$ cat src/rtl/datapath.sv
// Register-transfer datapath of the accumulator processor: AC, PC, REM, RDM, RI, N, Z, OUT,
// the ALU, the memory port and the combinational instruction/mode decode fed back to control.
module datapath #(
    parameter int WIDTH = 8
) (
    input  logic             clk,
    input  logic             rst_n,
    input  logic             writeAC,
    input  logic             writePC,
    input  logic             writeN,
    input  logic             writeZ,
    input  logic             writeRDM,
    input  logic             writeRI,
    input  logic             writeOUT,
    input  logic             writeREM,
    input  logic             writeMEM,
    input  logic             selectREM,
    input  logic             incrementPC,
    input  logic [1:0]       selectRDM,
    input  logic [2:0]       opULA,
    input  logic [WIDTH-1:0] in_data,
    input  logic [WIDTH-1:0] mem_rdata,
    output logic [WIDTH-1:0] mem_addr,
    output logic [WIDTH-1:0] mem_wdata,
    output logic             mem_we,
    output logic [WIDTH-1:0] out_data,
    output logic             sNOP,
    output logic             sSTA,
    output logic             sLDA,
    output logic             sADD,
    output logic             sSUB,
    output logic             sAND,
    output logic             sOR,
    output logic             sNOT,
    output logic             sJ,
    output logic             sJN,
    output logic             sJZ,
    output logic             sIN,
    output logic             sOUT,
    output logic             sSHR,
    output logic             sSHL,
    output logic             sHLT,
    output logic             sDIR,
    output logic             sIND,
    output logic             sIM,
    output logic             sSOP,
    output logic             sN,
    output logic             sZ
);

    logic [WIDTH-1:0] ac_reg;
    logic [WIDTH-1:0] pc_reg;
    logic [WIDTH-1:0] rem_reg;
    logic [WIDTH-1:0] rdm_reg;
    logic [WIDTH-1:0] out_reg;
    // RI keeps only the opcode and mode fields; bits [3:2] are never decoded.
    logic [3:0]       ri_op_reg;
    logic [1:0]       ri_mode_reg;
    logic             n_reg;
    logic             z_reg;

    logic [WIDTH-1:0] alu_result;
    logic [WIDTH-1:0] rdm_next;
    logic [WIDTH-1:0] rem_next;
    logic [WIDTH-1:0] pc_next;
    logic [15:0]      op_dec;
    logic [3:0]       mode_dec;

    always_comb begin
        alu_result = rdm_reg;
        case (opULA)
            3'b000:  alu_result = rdm_reg;
            3'b001:  alu_result = ac_reg + rdm_reg;
            3'b010:  alu_result = ac_reg - rdm_reg;
            3'b011:  alu_result = ac_reg & rdm_reg;
            3'b100:  alu_result = ac_reg | rdm_reg;
            3'b101:  alu_result = ~ac_reg;
            3'b110:  alu_result = ac_reg >> 1;
            3'b111:  alu_result = ac_reg << 1;
            default: alu_result = rdm_reg;
        endcase
    end

    always_comb begin
        rdm_next = rdm_reg;
        case (selectRDM)
            2'b00:   rdm_next = mem_rdata;
            2'b01:   rdm_next = ac_reg;
            2'b10:   rdm_next = in_data;
            default: rdm_next = rdm_reg;
        endcase
    end

    assign rem_next = selectREM ? rdm_reg : pc_reg;

    always_comb begin
        pc_next = pc_reg;
        if (writePC) begin
            pc_next = rdm_reg;
        end else if (incrementPC) begin
            pc_next = pc_reg + {{(WIDTH-1){1'b0}}, 1'b1};
        end
    end

    // All registers sample pre-edge values, so simultaneous strobes never chain.
    always_ff @(posedge clk or negedge rst_n) begin
        if (!rst_n) begin
            ac_reg      <= '0;
            pc_reg      <= '0;
            rem_reg     <= '0;
            rdm_reg     <= '0;
            out_reg     <= '0;
            ri_op_reg   <= '0;
            ri_mode_reg <= '0;
            n_reg       <= 1'b0;
            z_reg       <= 1'b0;
        end else begin
            pc_reg <= pc_next;
            if (writeAC)  ac_reg  <= alu_result;
            if (writeREM) rem_reg <= rem_next;
            if (writeRDM) rdm_reg <= rdm_next;
            if (writeOUT) out_reg <= ac_reg;
            if (writeRI) begin
                ri_op_reg   <= rdm_reg[7:4];
                ri_mode_reg <= rdm_reg[1:0];
            end
            if (writeN) n_reg <= alu_result[WIDTH-1];
            if (writeZ) z_reg <= (alu_result == '0);
        end
    end

    generate
        for (genvar gi = 0; gi < 16; gi++) begin : g_op_dec
            assign op_dec[gi] = (ri_op_reg == 4'(gi));
        end
        for (genvar gi = 0; gi < 4; gi++) begin : g_mode_dec
            assign mode_dec[gi] = (ri_mode_reg == 2'(gi));
        end
    endgenerate

    assign sNOP = op_dec[0];
    assign sSTA = op_dec[1];
    assign sLDA = op_dec[2];
    assign sADD = op_dec[3];
    assign sSUB = op_dec[4];
    assign sAND = op_dec[5];
    assign sOR  = op_dec[6];
    assign sNOT = op_dec[7];
    assign sJ   = op_dec[8];
    assign sJN  = op_dec[9];
    assign sJZ  = op_dec[10];
    assign sIN  = op_dec[11];
    assign sOUT = op_dec[12];
    assign sSHR = op_dec[13];
    assign sSHL = op_dec[14];
    assign sHLT = op_dec[15];

    assign sDIR = mode_dec[0];
    assign sIND = mode_dec[1];
    assign sIM  = mode_dec[2];
    assign sSOP = mode_dec[3];

    assign sN        = n_reg;
    assign sZ        = z_reg;
    assign mem_addr  = rem_reg;
    assign mem_wdata = rdm_reg;
    assign mem_we    = writeMEM;
    assign out_data  = out_reg;

endmodule

$ cat config.mk
export PLATFORM = sky130hd
export DESIGN_NAME = datapath
export DESIGN_NICKNAME = d
export VERILOG_FILES = /design/src/rtl/datapath.sv
export SDC_FILE = /design/constraint.sdc
export NUM_CORES = 1
export LEC_CHECK = 0
export CAP_MARGIN = 25
export CORE_MARGIN = 2
export CORE_UTILIZATION = 46
export DETAILED_ROUTE_END_ITERATION = 16
export GPL_TIMING_DRIVEN = 0
export PLACE_DENSITY_LB_ADDON = 0.2
export REMOVE_ABC_BUFFERS = 1
export SLEW_MARGIN = 20
export SYNTH_ARGS = -nofsm -noshare
export SYNTH_HDL_FRONTEND = slang
export SYNTH_SLANG_ARGS = --single-unit
$ cat constraint.sdc
create_clock -name clk -period 2.8 [get_ports clk]
set_clock_uncertainty 0.2 [all_clocks]
set_input_delay 0.42 -clock clk [delete_from_list [all_inputs] [get_ports clk]]
set_output_delay 0.42 -clock clk [all_outputs]
set_load 0.005 [all_outputs]
==> results by group <==
CTS
  – Clock buffer depth: 2
  – Clk_lat worst skew: ~290 ps
  – Reg clk slew, reported paths: 80 ps
  – Root Driver: clkbuf_8
  – CTS Sinks: 48
  – CTS tree: built
  – CTS H-tree depth: 2
  – CTS Buf Count: 5

Run status
  – Failing checks: negative setup slack
  – Outcome: complete, but fails checks

Layout
  – Layout cell share with drive strength beyond 1: 14.5%
  – Commonest non-fill, non-tap cell in the layout: clkdlybuf4s50_1
  – Most frequent cells in the layout: clkdlybuf4s50_1, nor2_1, dfrtp_1, a21oi_1, nand2_1
  – Finished Layout Cells: approximately 550
  – Synthesis-to-finish area growth: 31.4%
  – Post-Route Utilization: between 60% and 70%
  – Register area: roughly 1200 um^2
  – Layout fillers: between 600 and 700
  – Diode count: 0
  – Multi-input logic area: ~2000 um^2
  – Final net count: ~500

Floorplanning
  – Total die area: 7990 um^2
  – Ports: 81
  – Starting Density: around 47%
  – Core box area: 7140 um^2
  – Die Wd: 89.4 um
  – # rows: 31
  – Die Y: slightly below 90 um

Routing
  – Post-route antenna net violation count: 0
  – Max layer used: met4
  – Vias/cell: approximately 5.4
  – DR pass1 iterations: 4
  – WL met1: approximately 3800 um
  – Detailed Route WL: roughly 8300 um
  – Vias: 2980
  – Met2 routed WL: just under 4000 um
  – DR WL met3: around 480 um
  – DRC: 0
  – Wirelength per Cell: between 10 and 15 um
  – Initial DRC count: roughly 270

Yosys
  – Post-synth ARST share: 100%
  – Top cells by area, synth: dfrtp_1, ha_1, nor2_1
  – Post-Syn Area per Cell: roughly 8.7 um^2
  – Top-area cell type share of the netlist area: 35.8%
  – Mapped Area: between 3000 and 4000 um^2
  – Sequential area share after synthesis: a little over a third
  – Top_reg_cell synth: dfrtp_1
  – Warnings from Yosys: 0
  – Synth cell types: 54
  – Mapped Cells: approximately 390
  – Synth area leader: dfrtp_1
  – #FFs+latches synth: between 40 and 50
  – Post-synth EDFFs: 0

STA
  – Highest Clock Rate: about 0.33 GHz
  – Worst-margin pin slew: 561 ps
  – Slew Limit Fails: 0
  – Slew HR: 62.5%
  – Final Setup Violations: 4
  – Final WS setup: -207 ps
  – Tmin final: around 3000 ps
  – RSZ-0062 raised after global routing: true
  – Final total negative setup slack: -316 ps
  – Tcrit/Tclk final: 107%
  – Final hold vios: 0

Global routing
  – Antenna violations before repair: 0
  – Global route total overflow: 0
  – Pin count of the biggest net entering global routing: 33
  – Total GRT Usage: 21.2%
  – Vias in the first global route: 2745
  – First-pass GRT wire length: between 10000 and 15000 um

Critical path
  – Crit path kind: reg -> reg
  – Buf+Inv Stages, Crit Path: 2
  – Crit path cell chain: inv_2 > ha_4 > mux2_4 > fa_1 > and2_1 > o311ai_2 > a222oi_1 > buf_4 > and4bb_1 > o2111a_1 > a32o_2
  – Worst setup EP type: register
  – Worst path slowest cell: fa_1
  – Startpoint class of the critical path: register
  – Critical Path Fanout Max: 2
  – CP top delay family: compound AO/OA/AOI/OAI gates
  – Crit path DAT: about 3000 ps
  – Required time worst endpoint: 2840 ps
  – Max incr delay on CP: ~520 ps

Run
  – Max capacitance violation total: 0

Power and ir drop
  – Total Power: slightly above 3000 uW
  – Peak supply drop: ~0.00035 V
  – Lkg Pwr: ~0.0018 uW
  – Pwr Density: roughly 690 nW/um^2

Hold path
  – Worst Hold Class: reg -> reg

Placed design
  – Final HPWL DP: roughly 6000 um
  – PortBufs: 78
  – Setup Slack @ Placement: -1790 ps
  – Global placer's final weighted congestion: between 0.8 and 0.9
  – Placed Instances: ~540
-- kinds of logic after synthesis --
group                    Yosys count  share of synthesized area [%]
AO/OA/AOI/OAI                    100                           19.3
XOR/XNOR                          18                           4.70
adder cells (fa/ha/maj)           15                           5.82
buffers and inverters             46                           6.27
flip-flops                        48                           35.8
multiplexers                      27                           8.62
AND/OR/NAND/NOR                  132                           19.5
-- synth_stat cells (all sizes together) (2+ instances only) --
| master | count |
|---|---|
| a211o | 3 |
| a211oi | 2 |
| a21boi | 2 |
| a21oi | 34 |
| a22oi | 8 |
| a311oi | 2 |
| a31oi | 3 |
| and2 | 2 |
| buf | 11 |
| clkbuf | 18 |
| dfrtp | 48 |
| ha | 14 |
| inv | 17 |
| mux2 | 15 |
| mux2i | 12 |
| nand2 | 26 |
| nand2b | 12 |
| nand3 | 5 |
| nand4 | 2 |
| nand4b | 3 |
| nor2 | 46 |
| nor2b | 14 |
| nor3 | 12 |
| nor4 | 2 |
| o21ai | 23 |
| o221ai | 3 |
| o22ai | 5 |
| o31a | 2 |
| o32ai | 2 |
| or2 | 4 |
| xnor2 | 12 |
| xor2 | 6 |
-- layout make-up --
class | count | share of cell area [%]
Clock buffer | 7 | 1.96
Clock inverter | 1 | 0.170
Inverter | 17 | 1.51
Multi-Input combinational cell | 292 | 46.2
Sequential cell | 48 | 27.4
Tap cell | 99 | 2.81
Timing Repair Buffer | 90 | 20.0
-- repair_timing --
action	4_1_cts	5_1_grt
resized for setup	24	22
hold buffers	1	0
endpoints found under the hold margin	21	0
setup endpoints to repair	9	6
pin swaps	4	5
buffers inserted	5	5
-- metal layers --
metal  track usage, %  up-vias
li1                 -     1501
met2             34.8       94
met3             3.42        9
met1             28.8     1376
met4             6.38        0
met5                0        -
-- path summary, 6_finish.rpt --
| check | cells after the start | endpoint | from | slack (ps) |
|---|---|---|---|---|
| min in group asynchronous | 2 | ac_reg[5] | rst_n | 430 |
| max reg2reg | 11 | sZ | mem_wdata[0] | -210 |
| min | 1 | out_data[7] | out_data[7] | 310 |
| max in group asynchronous | 3 | mem_wdata[1] | rst_n | 1430 |
| min reg2reg | 1 | out_data[7] | out_data[7] | 310 |
| max | 11 | sZ | mem_wdata[0] | -210 |
-- per-stage QoR --
step	hold slack [ps]	area (um^2)
finish	310	4400
floorplan	-75.6	3210
CTS	314	4280
detailed placement	234	4130
global route	338	4400
global placement	282	4110
-- where the power goes --
part / internal [uW] / switching (uW)
sequential: 846 / 237
combinational: 836 / 673
clock: 201 / 225
total: 1880 / 1130
(Power assumes the default switching activity.)
